$ cat config.mk
export PLATFORM = sky130hd
export DESIGN_NAME = uart_tx_arbiter
export DESIGN_NICKNAME = d
export VERILOG_FILES = /design/src/rtl/uart_pkg.sv /design/src/rtl/rr_arbiter.sv /design/src/rtl/uart_tx_arbiter.sv
export SDC_FILE = /design/constraint.sdc
export NUM_CORES = 1
export LEC_CHECK = 0
export BUFFER_PORTS_ARGS = -buffer_cell sky130_fd_sc_hd__buf_2
export CAP_MARGIN = 20
export CELL_PAD_IN_SITES_DETAIL_PLACEMENT = 2
export CELL_PAD_IN_SITES_GLOBAL_PLACEMENT = 2
export CORE_UTILIZATION = 30
export DETAILED_ROUTE_END_ITERATION = 16
export PLACE_DENSITY = 0.82
export SYNTH_ARGS = -nofsm -noshare
export SYNTH_HDL_FRONTEND = slang
export SYNTH_SLANG_ARGS = --single-unit
$ cat constraint.sdc
create_clock -name clk -period 2.65 [get_ports clk]
set_clock_uncertainty 0.15 [all_clocks]
set_input_delay 0.265 -clock clk [delete_from_list [all_inputs] [get_ports clk]]
set_output_delay 0.265 -clock clk [all_outputs]
set_load 0.03 [all_outputs]
$ cat src/rtl/uart_pkg.sv
// rtl/uart_pkg.sv - shared types and constants for the UART TX message arbiter
//
// Purpose: state encoding, CR/LF terminator bytes and default sizing
// parameters used by uart_tx_arbiter and its testbench.
// Ports: none (package).
package uart_pkg;

  localparam int DEF_N_REQ       = 2;
  localparam int DEF_TIMEOUT_CYC = 4096;

  localparam logic [7:0] CR_BYTE = 8'h0D;
  localparam logic [7:0] LF_BYTE = 8'h0A;

  // ST_CR and ST_LF are only reachable when UART_ARB_CRLF_EN is defined.
  typedef enum logic [1:0] {
    ST_IDLE = 2'd0,
    ST_XFER = 2'd1,
    ST_CR   = 2'd2,
    ST_LF   = 2'd3
  } arb_state_e;

endpackage

$ cat src/rtl/rr_arbiter.sv
// rtl/rr_arbiter.sv - combinational round-robin pick
//
// Purpose: choose the first asserted request starting one past the last
// granted index, wrapping modulo N_REQ.
// Ports:
//   req_i       in  N_REQ          request vector
//   last_idx_i  in  $clog2(N_REQ)  index granted most recently
//   gnt_o       out N_REQ          one-hot winner, zero when no request
//   idx_o       out $clog2(N_REQ)  winner index (0 when no request)
module rr_arbiter #(
  parameter int N_REQ = 2
) (
  input  logic [N_REQ-1:0]         req_i,
  input  logic [$clog2(N_REQ)-1:0] last_idx_i,
  output logic [N_REQ-1:0]         gnt_o,
  output logic [$clog2(N_REQ)-1:0] idx_o
);

  localparam int IW = $clog2(N_REQ);

  // One extra bit so last_idx + k (< 2*N_REQ) never overflows before the wrap.
  logic [IW:0] cand;
  logic        found;

  always_comb begin
    gnt_o = '0;
    idx_o = '0;
    found = 1'b0;
    cand  = '0;
    for (int k = 1; k <= N_REQ; k++) begin
      cand = {1'b0, last_idx_i} + (IW+1)'(k);
      if (cand >= (IW+1)'(N_REQ)) begin
        cand = cand - (IW+1)'(N_REQ);
      end
      if (!found && req_i[cand[IW-1:0]]) begin
        found = 1'b1;
        idx_o = cand[IW-1:0];
      end
    end
    if (found) begin
      gnt_o[idx_o] = 1'b1;
    end
  end

endmodule

$ cat src/rtl/uart_tx_arbiter.sv
// rtl/uart_tx_arbiter.sv - round-robin message arbiter feeding a UART TX byte FIFO
//
// Purpose: grants one requester at a time for a whole message, passes its
// bytes straight to the TX FIFO, and revokes the grant after TIMEOUT_CYC
// stall cycles. Optional feature macro: UART_ARB_CRLF_EN appends 0x0D 0x0A
// after every completed message.
// Ports:
//   clk, rst       in   clock, synchronous active-high reset
//   req_valid      in   N_REQ    per-requester byte valid
//   req_data       in   8*N_REQ  per-requester byte, requester i at [8i+7:8i]
//   req_last       in   N_REQ    last byte of message
//   req_ready      out  N_REQ    byte accepted this cycle
//   i_full         in   1        TX FIFO full
//   o_wr, o_byte   out  1, 8     TX FIFO write strobe and byte
//   o_grant        out  N_REQ    one-hot owner, zero when idle
//   o_busy         out  1        not idle
//   o_abort        out  1        one-cycle pulse on timeout revoke
module uart_tx_arbiter
  import uart_pkg::*;
#(
  parameter int N_REQ       = DEF_N_REQ,
  parameter int TIMEOUT_CYC = DEF_TIMEOUT_CYC
) (
  input  logic                 clk,
  input  logic                 rst,
  input  logic [N_REQ-1:0]     req_valid,
  input  logic [8*N_REQ-1:0]   req_data,
  input  logic [N_REQ-1:0]     req_last,
  output logic [N_REQ-1:0]     req_ready,
  input  logic                 i_full,
  output logic                 o_wr,
  output logic [7:0]           o_byte,
  output logic [N_REQ-1:0]     o_grant,
  output logic                 o_busy,
  output logic                 o_abort
);

  localparam int IW = $clog2(N_REQ);
  localparam int CW = $clog2(TIMEOUT_CYC + 1);

  arb_state_e       state_q, state_d;
  logic [IW-1:0]    last_idx_q, last_idx_d;
  logic [N_REQ-1:0] grant_q, grant_d;
  logic [CW-1:0]    stall_q, stall_d;
  logic             abort_q, abort_d;

  logic [N_REQ-1:0] rr_gnt;
  logic [IW-1:0]    rr_idx;

  logic             own_valid;
  logic             own_last;
  logic [7:0]       own_data;

  rr_arbiter #(.N_REQ(N_REQ)) u_rr (
    .req_i      (req_valid),
    .last_idx_i (last_idx_q),
    .gnt_o      (rr_gnt),
    .idx_o      (rr_idx)
  );

  // While busy, last_idx_q is the current owner.
  always_comb begin
    own_valid = 1'b0;
    own_last  = 1'b0;
    own_data  = '0;
    for (int i = 0; i < N_REQ; i++) begin
      if (last_idx_q == IW'(i)) begin
        own_valid = req_valid[i];
        own_last  = req_last[i];
        own_data  = req_data[8*i +: 8];
      end
    end
  end

  always_comb begin
    state_d    = state_q;
    last_idx_d = last_idx_q;
    grant_d    = grant_q;
    stall_d    = stall_q;
    abort_d    = 1'b0;
    o_wr       = 1'b0;
    o_byte     = '0;
    req_ready  = '0;
    case (state_q)
      ST_IDLE: begin
        if (|req_valid) begin
          state_d    = ST_XFER;
          grant_d    = rr_gnt;
          last_idx_d = rr_idx;
          stall_d    = '0;
        end
      end
      ST_XFER: begin
        o_byte    = own_data;
        o_wr      = own_valid & ~i_full;
        req_ready = grant_q & {N_REQ{o_wr}};
        if (o_wr) begin
          stall_d = '0;
          if (own_last) begin
`ifdef UART_ARB_CRLF_EN
            state_d = ST_CR;
`else
            state_d = ST_IDLE;
            grant_d = '0;
`endif
          end
        end else if (!own_valid && !i_full) begin
          // A full FIFO is downstream back-pressure, not a requester stall.
          if (stall_q == CW'(TIMEOUT_CYC - 1)) begin
            state_d = ST_IDLE;
            grant_d = '0;
            stall_d = '0;
            abort_d = 1'b1;
          end else begin
            stall_d = stall_q + 1'b1;
          end
        end
      end
`ifdef UART_ARB_CRLF_EN
      ST_CR: begin
        o_byte = CR_BYTE;
        o_wr   = ~i_full;
        if (!i_full) begin
          state_d = ST_LF;
        end
      end
      ST_LF: begin
        o_byte = LF_BYTE;
        o_wr   = ~i_full;
        if (!i_full) begin
          state_d = ST_IDLE;
          grant_d = '0;
        end
      end
`endif
      default: begin
        state_d = ST_IDLE;
        grant_d = '0;
      end
    endcase
  end

  always_ff @(posedge clk) begin
    if (rst) begin
      state_q    <= ST_IDLE;
      last_idx_q <= IW'(N_REQ - 1);
      grant_q    <= '0;
      stall_q    <= '0;
      abort_q    <= 1'b0;
    end else begin
      state_q    <= state_d;
      last_idx_q <= last_idx_d;
      grant_q    <= grant_d;
      stall_q    <= stall_d;
      abort_q    <= abort_d;
    end
  end

  assign o_grant = grant_q;
  assign o_busy  = (state_q != ST_IDLE);
  assign o_abort = abort_q;

endmodule

==> run summary, run 1 <==
Outcome: finished, final reports clean
Synth Flop Type: dfxtp_1
Hold Violations, Final: 0
Least-Margin Pin Slew: 0.504 ns
Kind of critical path: reg -> reg
Reg2reg start: stall_q[0]
Register area: 360 sq um
CTS Root Cell: clkbuf_4
Hold depth: 3
Clock group share of total power: 0.295
Power Density: 451 mW/mm^2
Placed cell areas: 0.00133 sq mm
Post-CTS Setup Bufs: 0
Post-Syn Nets: 151
# clock sinks: 18
Port buffer count: 37
Initial Util: 0.322
Post-Syn Area: 0.00110 sq mm
Largest net degree at the start of global routing: 19
Worst vdd ir: 0.000241 V
Total power draw: 0.616 mW
GRT Total Usage: 0.197
Iter 0 DRT Violations: 62
Req. time, crit path: 2.70 ns
Routed WL: 3580 microns
Top-area cell type share of the netlist area: 0.328
Post-synth ARST share: 0
Top Ports: 38
Worst slew margin: 0.664
Row cnt: 21
Worst hold-check path type: in -> reg
Hold Path End: last_idx_q
Antenna violations before repair: 0
Top-count cell post-synth: dfxtp_1
Max Root-Sink Buffers: 2
NetSw: 0.202 mW
Multi-input gate area: 711 sq um
Hold Startpoint: req_valid[0]
RR Endpoint: stall_q[4]
Pleak: 0.583 nW
Most frequent cells after synthesis: dfxtp_1 (18), mux2i_1 (9), nor2b_1 (9), a21oi_1 (7), nand2_1 (7)
ANT cells: 0
Placeable core region: 0.00342 sq mm
1st-pass router iterations: 4
Die Width: 62.5 microns
DR vias/cell: 5.60
Max-cap viol count: 0
Nets: 189
Critical path peak fanout: 9
Syn Area/Cell: 8.66 sq um
GRT overflow: 0
Unique masters post-synth: 41
Part of the cycle the worst path needs: 0.810
Via count: 1177
Worst reg-to-reg setup slack: 0.50 ns
Fillcell total: 419
Area growth, synth to finish: 24.1%
Fin area: 0.00137 sq mm
TritonCTS clock tree: yes
CP Capture Type: flop
Vias in the first global route: 1297
Synth warn: 0
Post-Syn Instances: 127
Sw Ratio: 0.328
Routed Antenna Nets: 0
Post-synthesis sequential area ratio: 0.328
Post-route minimum period: 2.15 ns
H-tree Lvls: 1
Hold Buf Count CTS: 0
Die area: 0.00391 sq mm
Area leader, netlist: dfxtp_1
Number of synthesized flops with an enable pin: 0
HPWL after DPL: 2790 microns
Die Y-Extent: 62.5 microns
Drt drc: 0
Crit path launch type: flop
Power share of the sequential group: 0.465
WL per Instance: 17.1 microns
Final setup fails: 0
P_int: 0.414 mW
Largest cells by area after synthesis: dfxtp_1 (33%), mux2i_1 (8.2%), nor2b_1 (5.1%), a211oi_1 (3.4%), a21oi_1 (3.2%)
Gpl congestion: 0.713
TritonCTS Buffers: 3
Skew-Pair Late Insertion Delay: 0.32 ns
Worst R2R Path Depth: 5
Unrepaired setup endpoints after global routing: no
Cts repair resizes: 0
Max Clk Rate: 0.466 GHz
#FFs+latches synth: 18
First-pass GRT wire length: 6180 microns
Clock transition at path regs: 0.12 ns
Gate power share: 0.240
WP data arrival: 2.19 ns
Setup TNS: 0 ns
Final Max Slew Viols: 0
Ratio of cells with drive above 1 in the final layout: 0.305
-- cells by family after synthesis --
group / share of synthesized area
DFF: 0.328
and+or+nand+nor: 0.341
buffers and inverters: 0.0262
xor gates and xnor gates: 0.0159
AOI/OAI and AO/OA: 0.196
adders and majority gates: 0.0114
muxes: 0.0819
-- cell usage in the layout (no fill, tap or decap), drive strengths merged, types with 3 or more instances in the layout --
master / count
a21oi: 8
nand2: 8
mux2i: 9
nor2b: 9
o21ai: 3
nand2b: 4
a2111oi: 3
or4: 4
nor3: 6
o31ai: 3
buf: 38
nand4: 6
nand3: 4
clkbuf: 4
or3: 3
a211oi: 7
and2: 3
nor2: 5
dfxtp: 18
-- worst max path at each step --
stage          slack [ns]  cells past startpoint            to       start
3_3_place_gp         0.69                      4   stall_q[10]  state_q[0]
3_5_place_dp         0.53                      5    stall_q[4]  stall_q[0]
5_1_grt              0.36                      5    o_grant[1]  stall_q[0]
6_report             0.50                      5    stall_q[4]  stall_q[0]
4_1_cts              0.52                      4  req_ready[1]  state_q[0]
2_1_floorplan        0.64                      3  req_ready[0]  state_q[0]
-- per-stage QoR --
step / util / setup slack [ns] / std cells / hold WS (ns)
finish: 0.400 / 0.504 / 210 / 0.183
global route: 0.400 / 0.361 / 210 / 0.208
CTS: 0.400 / 0.517 / 210 / 0.188
detailed placement: 0.389 / 0.526 / 206 / 0.328
global placement: 0.389 / 0.687 / 206 / 0.325
floorplan: - / 0.636 / 127 / 0.302
-- flip-flops by register name, indices dropped and copies added, names as in the netlist --
name / flops
last_idx_q: 1
o_abort: 1
state_q: 1
o_grant: 2
stall_q: 13
-- power by group through the flow --
| stage | registers (mW) | clock network, mW | logic, mW |
|---|---|---|---|
| after global routing | 0.289 | 0.197 | 0.160 |
| after floorplan | 0.295 | 0 | 0.0942 |
| after detailed placement | 0.293 | 0 | 0.148 |
| after global placement | 0.292 | 0 | 0.142 |
| final | 0.286 | 0.182 | 0.148 |
| after CTS | 0.287 | 0.183 | 0.149 |
-- metal layers --
layer	global-route usage	wire length (microns)
met1	0.212	1510
met4	0.0349	61
met2	0.386	1870
met3	0.0438	137
met5	0	0
-- worst max-delay path, cell delays in order, from the launching register on --
cell and delay, ns:
dfxtp_1 0.42, ha_1 0.30, and3_1 0.25, nand4b_2 0.28, a21oi_2 0.51, nor3_1 0.11
-- area by class of cell --
| cell class | count | area share |
|---|---|---|
| Multi-Input combinational cell | 102 | 0.521 |
| Sequential cell | 18 | 0.264 |
| Timing Repair Buffer | 38 | 0.141 |
| Tap cell | 46 | 0.0422 |
| Clock buffer | 4 | 0.0266 |
| Inverter | 2 | 0.00550 |
No activity file was read; power rests on OpenSTA's default activity.
==> run 2: changes to the inputs <==
--- a/config.mk
+++ b/config.mk
@@ -5,13 +5,14 @@
 export SDC_FILE = /design/constraint.sdc
 export NUM_CORES = 1
 export LEC_CHECK = 0
+export ABC_AREA = 1
 export BUFFER_PORTS_ARGS = -buffer_cell sky130_fd_sc_hd__buf_2
 export CAP_MARGIN = 20
 export CELL_PAD_IN_SITES_DETAIL_PLACEMENT = 2
 export CELL_PAD_IN_SITES_GLOBAL_PLACEMENT = 2
-export CORE_UTILIZATION = 30
+export CORE_UTILIZATION = 26
 export DETAILED_ROUTE_END_ITERATION = 16
-export PLACE_DENSITY = 0.82
+export PLACE_DENSITY = 0.78
 export SYNTH_ARGS = -nofsm -noshare
 export SYNTH_HDL_FRONTEND = slang
 export SYNTH_SLANG_ARGS = --single-unit
==> constraint.sdc (replaced) <==
create_clock -name clk -period 2.1 [get_ports clk]
set_clock_uncertainty 0.15 [all_clocks]
set_input_delay 0.21 -clock clk [delete_from_list [all_inputs] [get_ports clk]]
set_output_delay 0.21 -clock clk [all_outputs]
set_load 0.03 [all_outputs]
==> run 2 against run 1 <==
Core utilization is 5.6 points lower. Sequential power is 30% higher. Largest power group unchanged. Die area is 17% higher. Critical path type is now reg -> out. Global-route usage is 2.9 points lower. Highest routed layer unchanged. Cell area is 2.1% higher.
==> run summary, run 2 <==
Clock transition at path regs: 0.08 ns
Worst R2R Path Depth: 8
Post-synthesis sequential area ratio: 0.322
Req. time, crit path: 1.74 ns
Vias in the first global route: 1254
Worst hold-check path type: in -> reg
Final setup fails: 0
Nets: 226
Worst reg-to-reg setup slack: 0.45 ns
Ratio of cells with drive above 1 in the final layout: 0.350
Largest cells by area after synthesis: dfxtp_1 (32%), nor2_1 (12%), nand2_1 (8.1%), inv_1 (5.0%), nand2_2 (4.5%)
Die Y-Extent: 67.6 microns
HPWL after DPL: 2920 microns
Top-area cell type share of the netlist area: 0.322
Post-Syn Instances: 162
Routed Antenna Nets: 0
Hold Startpoint: rst
Pleak: 0.594 nW
Synth Flop Type: dfxtp_1
Post-CTS Setup Bufs: 0
Total power draw: 0.870 mW
Iter 0 DRT Violations: 42
Post-Syn Area: 0.00112 sq mm
CTS Root Cell: clkbuf_8
Min Hold Slack: 0.0242 ns
Critical path peak fanout: 13
Max-cap viol count: 0
Setup WS pre-CTS: 0.387 ns
CP peak stage delay: 0.39 ns
Die area: 0.00457 sq mm
Max reg flops: 13
Worst slew margin: 0.803
Via count: 1179
ANT cells: 0
Worst path slowest cell: dfxtp_2
Biggest register: stall_q
Hold Buf Count CTS: 0
1st-pass router iterations: 2
TritonCTS clock tree: yes
Most used cell, CP: nand2_2
Drt drc: 0
Placed cell areas: 0.00135 sq mm
# clock sinks: 18
Post-Syn Nets: 186
GRT Total Usage: 0.168
RR Endpoint: stall_q[10]
Cell total after placement: 247
Reg2reg start: stall_q[0]
Core Util, Final: 0.344
Hold Violations, Final: 0
Least-Margin Pin Slew: 0.294 ns
Syn Area/Cell: 6.90 sq um
Synth warn: 0
Most frequent cells after synthesis: nor2_1 (37), nand2_1 (24), dfxtp_1 (18), inv_1 (15), o21ai_0 (9)
Number of synthesized flops with an enable pin: 0
H-tree Lvls: 1
Largest net degree at the start of global routing: 14
Post-route minimum period: 1.87 ns
Antenna violations before repair: 0
WL per Instance: 14.1 microns
Critical path, cell by cell: inv_2, nand2_2, nand2_2, nand2_1, nor2_2, inv_1, nor2_1, buf_2
Worst vdd ir: 0.000301 V
Hold depth: 2
Port buffer count: 37
DR vias/cell: 4.72
Skew-Pair Late Insertion Delay: 0.26 ns
Gpl congestion: 0.820
PnR worst setup slack: 0.231 ns
Hold Path End: o_abort
Power Density: 624 mW/mm^2
Final Max Slew Viols: 0
Outcome: finished, final reports clean
Fillcell total: 519
Setup TNS: 0 ns
Die Width: 67.6 microns
Unique masters post-synth: 30
Routed WL: 3530 microns
Top-count cell post-synth: nor2_1
GRT overflow: 0
Initial Util: 0.276
Most frequent cells in the layout: nor2_1 (37), buf_2 (37), nand2_1 (24), dfxtp_1 (17), inv_1 (15)
Final Instance Count excl. Fillers: 250
WP data arrival: 1.51 ns
Unrepaired setup endpoints after global routing: no
#FFs+latches synth: 18
Top Ports: 38
Max Clk Rate: 0.535 GHz
Area growth, synth to finish: 24.6%
Kind of critical path: reg -> out
First-pass GRT wire length: 5720 microns
Part of the cycle the worst path needs: 0.890
Post-synth ARST share: 0
Max Root-Sink Buffers: 2
Row cnt: 23
Crit path launch type: flop
CP Capture Type: output pin
TritonCTS Buffers: 3
Fin area: 0.00139 sq mm
Placeable core region: 0.00406 sq mm
Area leader, netlist: dfxtp_1
## run 2: changes by cell type after synthesis, sizes merged, moves of 5 or more
cell / previous run / this run
mux2i: 9 / 1
a211oi: 7 / 0
nor2: 5 / 44
nand3: 4 / 9
nor2b: 9 / 0
nand2: 8 / 33
inv: 2 / 17
o21ai: 3 / 12
## run 2: cell type report
type	instances	area, sq um	area share
clock buffers	3	41.3	0.0296
repair buffers	38	193	0.138
flip-flops and latches	18	362	0.259
inverters	17	63.8	0.0458
well taps	50	62.6	0.0449
multi-input cells	124	672	0.482
## run 2: kinds of logic after synthesis
family / Yosys count / synth area share
flops: 18 / 0.322
xor+xnor: 5 / 0.0391
simple gates: 96 / 0.431
fa+ha+maj: 1 / 0.0112
mux: 1 / 0.00895
compound gates: 21 / 0.111
buf+inv: 20 / 0.0772
## run 2: worst max-delay path by stage
stage / from / endpoint / slack (ns) / depth (start not counted)
3_5_place_dp: last_idx_q / req_ready[0] / 0.39 / 7
3_3_place_gp: last_idx_q / req_ready[1] / 0.44 / 7
2_1_floorplan: state_q[0] / req_ready[0] / 0.23 / 4
4_1_cts: last_idx_q / req_ready[0] / 0.1 / 7
6_report: last_idx_q / req_ready[1] / 0.23 / 8
5_1_grt: last_idx_q / req_ready[0] / 0.05 / 8
## run 2: where the power goes
part / total, mW / switching [mW] / internal (mW)
Clock: 0.251 / 0.124 / 0.128
Sequential: 0.372 / 0.0163 / 0.356
Combinational: 0.247 / 0.169 / 0.0775
Total: 0.870 / 0.309 / 0.561
## run 2: worst max-delay path: cells and delay by family, from the launching register on
kind                   cells  cell delay (ns)
buffers and inverters      3             0.43
and+or+nand+nor            5             0.42
DFF                        1             0.39
## run 2: per-layer routing
metal / vias up / GRT usage / part of all wire
li1: 589 / - / -
met1: 557 / 0.184 / 0.44
met2: 29 / 0.323 / 0.51
met3: 4 / 0.0355 / 0.040
met4: 0 / 0.0346 / 0.010
met5: - / 0 / 0
## run 2: timing repair
| action | 4_1_cts | 5_1_grt |
|---|---|---|
| setup endpoints to repair | 0 | 2 |
| resized for setup | 0 | 1 |
| hold endpoints to repair | 0 | 0 |
==> run 3: changes to the inputs <==
--- a/config.mk
+++ b/config.mk
@@ -6,13 +6,13 @@
 export NUM_CORES = 1
 export LEC_CHECK = 0
 export ABC_AREA = 1
-export BUFFER_PORTS_ARGS = -buffer_cell sky130_fd_sc_hd__buf_2
 export CAP_MARGIN = 20
 export CELL_PAD_IN_SITES_DETAIL_PLACEMENT = 2
 export CELL_PAD_IN_SITES_GLOBAL_PLACEMENT = 2
-export CORE_UTILIZATION = 26
+export CORE_UTILIZATION = 32
 export DETAILED_ROUTE_END_ITERATION = 16
-export PLACE_DENSITY = 0.78
+export DONT_BUFFER_PORTS = 1
+export PLACE_DENSITY = 0.75
 export SYNTH_ARGS = -nofsm -noshare
 export SYNTH_HDL_FRONTEND = slang
 export SYNTH_SLANG_ARGS = --single-unit
==> run 3 against run 2 <==
Sequential share of layout area is 1.7 points higher. Largest cell class unchanged. Critical endpoint is now req_ready[0]. Clock-buffer cell count stayed put. Cell count is 10% lower. Die area is 18% lower. Critical path depth stayed put. Non-clock buffer count is 22 lower. The flow now finishes with violations (hold timing). First-iteration DRC count is 60% lower. Largest power group unchanged. Register-to-register slack worse by 0.02 ns.
==> run summary, run 3 (synthesized netlist as in run 2, its figures left out) <==
TritonCTS Buffers: 3
Final setup fails: 0
Pleak: 0.499 nW
Die Y-Extent: 61.1 microns
Ratio of cells with drive above 1 in the final layout: 0.247
Cts repair resizes: 0
WL per Instance: 15.2 microns
Routed WL: 3410 microns
Power Density: 606 mW/mm^2
Worst slew margin: 0.780
Die Width: 61.1 microns
Hold Violations, Final: 1
Post-route minimum period: 1.96 ns
Skew-Pair Late Insertion Delay: 0.30 ns
Placeable core region: 0.00334 sq mm
Max-cap viol count: 0
Vias in the first global route: 1167
HPWL after DPL: 2650 microns
Drt drc: 0
PnR worst setup slack: 0.145 ns
Top Ports: 38
First-pass GRT wire length: 5240 microns
Max Root-Sink Buffers: 2
DR vias/cell: 5.07
Row cnt: 21
ANT cells: 0
GRT overflow: 0
CP Capture Type: output pin
CTS Root Cell: clkbuf_4
Max Clk Rate: 0.511 GHz
Port buffer count: 0
Via count: 1136
Critical path peak fanout: 9
WP data arrival: 1.60 ns
Outcome: finished, violations left
Nets: 204
Worst hold-check path type: in -> reg
Part of the cycle the worst path needs: 0.931
Die area: 0.00374 sq mm
Iter 0 DRT Violations: 17
Kind of critical path: reg -> out
H-tree Lvls: 1
TritonCTS clock tree: yes
Setup WS pre-CTS: 0.462 ns
Area growth, synth to finish: 16.6%
Final Max Slew Viols: 0
Crit path launch type: flop
GRT Total Usage: 0.193
Biggest register: stall_q
Unrepaired setup endpoints after global routing: no
Setup TNS: 0 ns
Routed Antenna Nets: 0
Initial Util: 0.335
Min Hold Slack: -0.00162 ns
Req. time, crit path: 1.74 ns
1st-pass router iterations: 4
Failing checks: hold timing
Commonest non-fill, non-tap cell in the layout: nor2_1
Max reg flops: 13
Clock transition at path regs: 0.10 ns
Total power draw: 0.789 mW
Least-Margin Pin Slew: 0.330 ns
Largest net degree at the start of global routing: 13
Gpl congestion: 0.740
Worst vdd ir: 0.000246 V
Most frequent cells in the layout: nor2_1 (37), nand2_1 (24), dfxtp_1 (18), inv_1 (15), buf_4 (13)
Antenna violations before repair: 0
# clock sinks: 18
-- run 3: cell types whose count changed in the layout (fill, tap and decap cells not counted), sizes merged --
cell	change
buf	-25
dlygate4sd3	+3
-- run 3: where the power goes --
part           switching, mW  leakage [nW]  internal [mW]
sequential            0.0248         0.146          0.355
combinational          0.156         0.339         0.0742
clock                  0.112        0.0138         0.0669
total                  0.293         0.499          0.496
-- run 3: what timing repair did --
action | CTS | global route
hold buffers | 3 | 0
hold endpoints to repair | 4 | 0
buffers inserted | 0 | 0
-- run 3: layout make-up --
| class | count | area [sq um] |
|---|---|---|
| Timing Repair Buffer | 16 | 128 |
| Tap cell | 46 | 57.6 |
| Clock buffer | 3 | 22.5 |
| Inverter | 17 | 63.8 |
| Fill cell | 407 | 2030 |
| Sequential cell | 18 | 360 |
| Multi-Input combinational cell | 124 | 672 |
-- run 3: path summary, 6_finish.rpt --
check,slack (ns),depth (start not counted),to,from
setup / recovery,0.14,8,req_ready[0],last_idx_q
hold / removal,-0.002,2,last_idx_q,rst
setup reg to reg,0.43,8,stall_q[7],last_idx_q
hold reg to reg,0.33,2,stall_q[12],stall_q[12]
-- run 3: layer usage --
metal | GRT usage | part of all wire
met5 | 0 | 0
met4 | 0.0844 | 0.017
met3 | 0.0357 | 0.031
met2 | 0.343 | 0.53
met1 | 0.226 | 0.42
-- run 3: stage by stage --
step,area [sq um],utilization,std cells,hold slack [ns]
floorplan,1120,-,162,0.137
global placement,1250,0.375,218,0.142
detailed placement,1250,0.375,218,0.142
CTS,1300,0.391,224,0.00141
global route,1300,0.391,224,0.00549
finish,1300,0.391,224,-0.00162
-- run 3: worst max-delay path: stages, from the launching register on --
cell and delay (ns):
dfxtp_1 0.40, inv_2 0.18, nand2_2 0.07, nand2_2 0.10, nand2_1 0.07, nor2_2 0.14
inv_1 0.08, nor2_1 0.09, buf_4 0.17
